[config.mk]
export PLATFORM = sky130hd
export DESIGN_NAME = mem_port_arbiter
export DESIGN_NICKNAME = d
export VERILOG_FILES = /design/src/rtl/mem_port_arbiter.sv
export SDC_FILE = /design/constraint.sdc
export NUM_CORES = 1
export LEC_CHECK = 0
export CAP_MARGIN = 0
export CORE_ASPECT_RATIO = 0.8
export CORE_UTILIZATION = 34
export DETAILED_ROUTE_END_ITERATION = 8
export PLACE_DENSITY = 0.89
export SYNTH_ARGS = -nofsm -noshare
export SYNTH_HDL_FRONTEND = slang
export SYNTH_SLANG_ARGS = --single-unit
[constraint.sdc]
create_clock -name i_clk -period 3 [get_ports i_clk]
set_input_delay 0.75 -clock i_clk [delete_from_list [all_inputs] [get_ports i_clk]]
set_output_delay 0.75 -clock i_clk [all_outputs]
set_load 0.02 [all_outputs]
[src/rtl/mem_port_arbiter.sv]
// mem_port_arbiter: single-outstanding IF/LSU arbiter onto one memory port, LSU priority.
// Define ARB_STARVE_GUARD_EN to force an IF win after STARVE_LIMIT consecutive IF losses.
module mem_port_arbiter #(
  parameter int STARVE_LIMIT = 4
) (
  input  logic        i_clk,
  input  logic        i_reset,
  input  logic        if_req,
  input  logic [31:0] if_addr,
  output logic        if_gnt,
  output logic        if_rvalid,
  output logic [31:0] if_rdata,
  input  logic        lsu_req,
  input  logic        lsu_we,
  input  logic [31:0] lsu_addr,
  input  logic [31:0] lsu_wdata,
  input  logic [3:0]  lsu_be,
  output logic        lsu_gnt,
  output logic        lsu_rvalid,
  output logic [31:0] lsu_rdata,
  output logic        mem_req,
  output logic        mem_we,
  output logic [31:0] mem_addr,
  output logic [31:0] mem_wdata,
  output logic [3:0]  mem_be,
  input  logic        mem_gnt,
  input  logic        mem_rvalid,
  input  logic [31:0] mem_rdata,
  output logic        o_stall_if,
  output logic        o_stall_mem
);
  typedef enum logic [1:0] {IDLE, REQ, RESP} state_t;
  state_t      state_q, state_d;
  logic        owner_lsu_q, owner_lsu_d;
  logic        we_q, we_d;
  logic [31:0] addr_q, addr_d, wdata_q, wdata_d;
  logic [3:0]  be_q, be_d;
  logic        arb, win_lsu, force_if;
  assign arb     = state_q == IDLE && (if_req || lsu_req);
  assign win_lsu = lsu_req && !force_if;
`ifdef ARB_STARVE_GUARD_EN
  logic [3:0] starve_q, starve_d;
  assign force_if = if_req && starve_q == 4'(STARVE_LIMIT);
  always_comb starve_d = !arb ? starve_q : !win_lsu ? 4'd0 : if_req ? starve_q + 4'd1 : starve_q;
  always_ff @(posedge i_clk or posedge i_reset)
    if (i_reset) starve_q <= 4'd0;
    else         starve_q <= starve_d;
`else
  logic unused_limit;
  assign unused_limit = ^STARVE_LIMIT;
  assign force_if = 1'b0;
`endif
  always_comb begin
    state_d     = state_q;
    owner_lsu_d = owner_lsu_q;
    we_d        = we_q;
    addr_d      = addr_q;
    wdata_d     = wdata_q;
    be_d        = be_q;
    if_gnt      = 1'b0;
    lsu_gnt     = 1'b0;
    if (arb) begin
      state_d     = REQ;
      owner_lsu_d = win_lsu;
      we_d        = win_lsu && lsu_we;
      addr_d      = win_lsu ? lsu_addr : if_addr;
      wdata_d     = win_lsu ? lsu_wdata : 32'h0;
      be_d        = win_lsu ? lsu_be : 4'hF;
      lsu_gnt     = win_lsu;
      if_gnt      = !win_lsu;
    end else if (state_q == REQ && mem_gnt) begin
      state_d = RESP;
    end else if (state_q == RESP && mem_rvalid) begin
      state_d = IDLE;
    end
  end
  always_ff @(posedge i_clk or posedge i_reset)
    if (i_reset) begin
      state_q     <= IDLE;
      owner_lsu_q <= 1'b0;
      we_q        <= 1'b0;
      addr_q      <= 32'h0;
      wdata_q     <= 32'h0;
      be_q        <= 4'h0;
    end else begin
      state_q     <= state_d;
      owner_lsu_q <= owner_lsu_d;
      we_q        <= we_d;
      addr_q      <= addr_d;
      wdata_q     <= wdata_d;
      be_q        <= be_d;
    end
  assign mem_req     = state_q == REQ;
  assign mem_we      = we_q;
  assign mem_addr    = addr_q;
  assign mem_wdata   = wdata_q;
  assign mem_be      = be_q;
  assign if_rvalid   = state_q == RESP && mem_rvalid && !owner_lsu_q;
  assign lsu_rvalid  = state_q == RESP && mem_rvalid && owner_lsu_q;
  assign if_rdata    = mem_rdata;
  assign lsu_rdata   = mem_rdata;
  assign o_stall_if  = if_req && !if_rvalid;
  assign o_stall_mem = (lsu_req || (owner_lsu_q && state_q != IDLE)) && !lsu_rvalid;
endmodule

=== Word level (Yosys, flattened, before mapping) ===
Index checks and enable logic that the tools add are counted.

* Equal/unequal tests: 2
* Multiplexer cells: 8
* Reduce and logical (&&, ||, !) cells: 18

{| class="wikitable"
|+ Operators by type and width
! cell !! count
|-
| $mux W32 || 2
|-
| $logic_and A1 B1 Y1 || 9
|-
| $mux W2 || 3
|-
| $logic_not A1 Y1 || 4
|-
| $mux W4 || 1
|-
| $reduce_bool A3 Y1 || 1
|-
| $eq A2 B1 Y1 const B || 1
|-
| $eq A2 B2 Y1 const B || 1
|-
| $logic_not A2 Y1 || 1
|-
| $logic_or A1 B1 Y1 || 2
|-
| $mux W1 || 2
|-
| $reduce_bool A2 Y1 || 1
|}

* Flip-flop bits (word level): 72
* Input bits: 139
* Output and inout bits: 140
* Word-level logic and storage cells: 34

=== Longest topological paths before layout ===
* Depth after elaboration: 5
* Gate-level depth with buffers: 6

=== Worst setup path before layout ===
No wires, ideal clock.

* Path kind: input port to output port
* Start point: input mem_rvalid
* End point: output o_stall_mem
* Data arrival time: 1662 ps
* Required time: 2250 ps
* Setup slack: 588 ps
* Stages on the path: 3
* Buffers on the path: 0
* Cells stage by stage: nand2_1 -> nor3b_1 -> nor2_1

* Word-level cells in the longest chain between the ends: 4

{| class="wikitable"
|+ Ends and longest elaborated chain
! what !! line !! RTL
|-
| from (decl) || 27 || <nowiki>input logic mem_rvalid,</nowiki>
|-
| $logic_and A1 B1 Y1 (2 in series) || 99 || <nowiki>assign lsu_rvalid = state_q == RESP && mem_rvalid && owner_lsu_q;</nowiki>
|-
| named net lsu_rvalid || 19 || <nowiki>output logic lsu_rvalid,</nowiki>
|-
| $logic_not A1 Y1 || 103 || <nowiki>assign o_stall_mem = (lsu_req || (owner_lsu_q && state_q != IDLE)) && !lsu_rvalid;</nowiki>
|-
| $logic_and A1 B1 Y1 || 103 ||
|-
| to (decl) || 30 || <nowiki>output logic o_stall_mem</nowiki>
|}

The timed path passes the listed nets, and every way through them passes these cells.

=== Worst setup path after layout ===
* Start point: input mem_rvalid
* End point: output o_stall_mem

* Word-level cells in the longest chain between the ends: 4

{| class="wikitable"
|+ Ends and longest elaborated chain
! what !! line
|-
| $logic_and A1 B1 Y1 (2 in series) || 99
|-
| $logic_not A1 Y1 || 103
|-
| $logic_and A1 B1 Y1 || 103
|}

Every way passes these cells.

==> results.yml <==
setup_path:
  slowest_delay_ns: 0.55
  crit_arrival_ns: 2.20
  r2r_cells: 5
  crit_slowest_cell: "clkdlybuf4s50_1"
  critPathLaunch: "mem_rvalid"
  startpoint_type: "input pin"
  r2r_start: "state_q[0]$_DFFE_PP0P_"
  cp_cell_sequence: "clkdlybuf4s50_1, nand2_1, nor3b_2, nor2_1, clkdlybuf4s50_1"
  path_class: "in2out"
  worstSetupEndpoint: "o_stall_mem"
  path_max_fanout: 2
  timing.rr.end: "mem_addr[4]$_DFFE_PP0P_"
  ff2ff_setup_slack_ns: 1.02
  cp_common_cell: "clkdlybuf4s50_1"
  end_kind: "output pin"
  required_ns: 2.25
global_routing:
  grt_max_degree: 73
  track_usage_pct: 18.4
  grt_pass1_wl_microns: 15800
  grt_overflow: 0
  grt_pass1_vias: 2962
  antenna_found_initial: 0
clocking:
  worstSkewPairLatency_ns: 0.33
  clock_sinks: 72
  cts_tree: "yes"
  cts.path.max_buffers: 2
  h-tree-depth: 3
  root_buffer: "clkbuf_16"
  cts.clk_slew.worst_paths_ns: 0.06
  cts_buffers: 9
synthesis:
  synth.ff_latch_count: 72
  ys_seq_area_share_pct: 48.9
  synthCells: 285
  synthTopCellsByArea: "dfrtp_1, buf_4, nor4b_2"
  synth.distinct_cells: 25
  syn_nets: 424
  yosysWarnings: 0
  synth_top_area_share_pct: 48.9
  synth_area_sq_mm: 0.00369
  yosys.area.top_type: "dfrtp_1"
  avgSynthCellArea_sq_um: 12.9
detailed_routing:
  top_layer: "met4"
  via_count: 2833
  drcViolationCount: 0
  drt_first_iter_violations: 118
  drtPass1Iterations: 4
  wl_met3_microns: 882
  drt-total-wl_microns: 10400
  viasPerCell: 5.25
  post_drt_wl_per_cell_microns: 19.2
  met1_length_microns: 4250
  wl_met2_microns: 5000
  postRouteAntennaNets: 0
die:
  die_h_microns: 95.1
  io_pins: 279
  core-area_sq_mm: 0.0104
  die_w_microns: 118
  core.rowCount: 33
  die_area_sq_mm: 0.0113
  initial_core_util_pct: 35.4
sta:
  setup_viol: 0
  fmax_ghz: 0.339
  layout_min_cycle_time_ns: 2.95
  skew_ns: 0.00726
  setup_tns_ns: 0
  slew_viol_final: 0
  hold_viol_final: 0
  fin_crit_sh_pct: 98.3
  rsz0062_at_grt: "false"
  hold_ws_ns: 0.502
  relSlewSlack_pct: 51.1
  worst_pin_slew_ns: 0.734
power_and_ir_drop:
  p_leak_nw: 2.16
  finalPower_mw: 5.69
  vdd_drop_max_mv: 0.513
  power_density_mw_per_mm2: 1050
final_layout:
  insertedDiodeCount: 0
  nFillCells: 920
  syn2layout_area_growth_pct: 46.5
  drive_gt1_share_pct: 15.0
  final_common_cell: "clkdlybuf4s50_1"
  multi_input_area_sq_mm: 0.00123
  final-seq-area_sq_mm: 0.00180
  layout_common_cells: "clkdlybuf4s50_1, dfrtp_1, a22o_1, a221o_1, nor4b_2"
  fin_nets: 534
placed_design:
  gp_congestion: 0.820
  portBuffers: 182
  dp_hpwl_microns: 6880
run_status:
  status: "complete, no violations"
hold_path:
  min-delay-start: "mem_wdata[29]$_DFFE_PP0P_"
  holdPathStages: 1
  hp-class: "reg2reg"
job:
  max_cap_viol_count: 0
## final cells by class
cell class | instances | area share [%]
inverters | 4 | 0.278
well taps | 140 | 3.24
clock buffers | 9 | 4.17
flip-flops and latches | 72 | 33.3
repair buffers | 188 | 34.9
multi-input cells | 120 | 22.7
clock inverters | 7 | 1.30
## worst min path at each step
stage,end,slack (ns)
2_1_floorplan,owner_lsu_q$_DFFE_PP0P_,0.49
3_3_place_gp,mem_wdata[17]$_DFFE_PP0P_,0.49
3_5_place_dp,mem_wdata[29]$_DFFE_PP0P_,0.49
4_1_cts,mem_wdata[29]$_DFFE_PP0P_,0.51
5_1_grt,mem_wdata[9]$_DFFE_PP0P_,0.52
6_report,mem_wdata[29]$_DFFE_PP0P_,0.50
## cells in the mapped netlist (all sizes together)
master,n
buf,87
dfrtp,72
a22o,33
a221o,32
nor4b,32
nor2,5
inv,4
o21ai,4
o22a,4
nand2,3
clkbuf,2
nor2b,2
a21o,1
a21oi,1
nor3,1
nor3b,1
or2,1
## metal layers
| metal | up-vias | track usage [%] |
|---|---|---|
| li1 | 1232 | - |
| met1 | 1408 | 21.1 |
| met2 | 161 | 31.9 |
| met3 | 32 | 6.46 |
| met4 | 0 | 7.70 |
| met5 | - | 0 |
## registers in the layout, summed over array words and instances, names as in the netlist
signal       cells
mem_addr        32
mem_be           4
mem_wdata       32
mem_we           1
owner_lsu_q      1
state_q          2
## kinds of logic after synthesis
logic type | Yosys count | share of synthesized area (%)
compound gates | 75 | 18.5
buf+inv | 93 | 18.3
flops | 72 | 48.9
simple gates | 45 | 14.4
## repair_timing
action	4_1_cts	5_1_grt
endpoints found under the setup margin	2	2
gates resized for setup	2	2
hold buffers	0	0
buffers inserted	0	0
## power by group
group          internal [mW]  leakage, nW  switching [mW]
Combinational           1.46         1.12            1.40
Sequential              1.46        0.892           0.308
Clock                  0.643        0.146           0.418
## through the flow
step                cell area, sq um  util, %  setup WS [ns]  cells
floorplan                       3690        -          0.425    285
global placement                5100     49.0         0.0693    524
detailed placement              5100     49.0        -0.0739    524
CTS                             5400     51.9         0.0730    540
global route                    5400     51.9        0.00112    540
finish                          5400     51.9         0.0522    540
## worst max-delay path, delay by kind of cell
| family | cells | cell delay [ns] |
|---|---|---|
| and+or+nand+nor | 3 | 0.41 |
| buffers and inverters | 2 | 1.03 |
No activity file was read; power rests on OpenSTA's default activity.
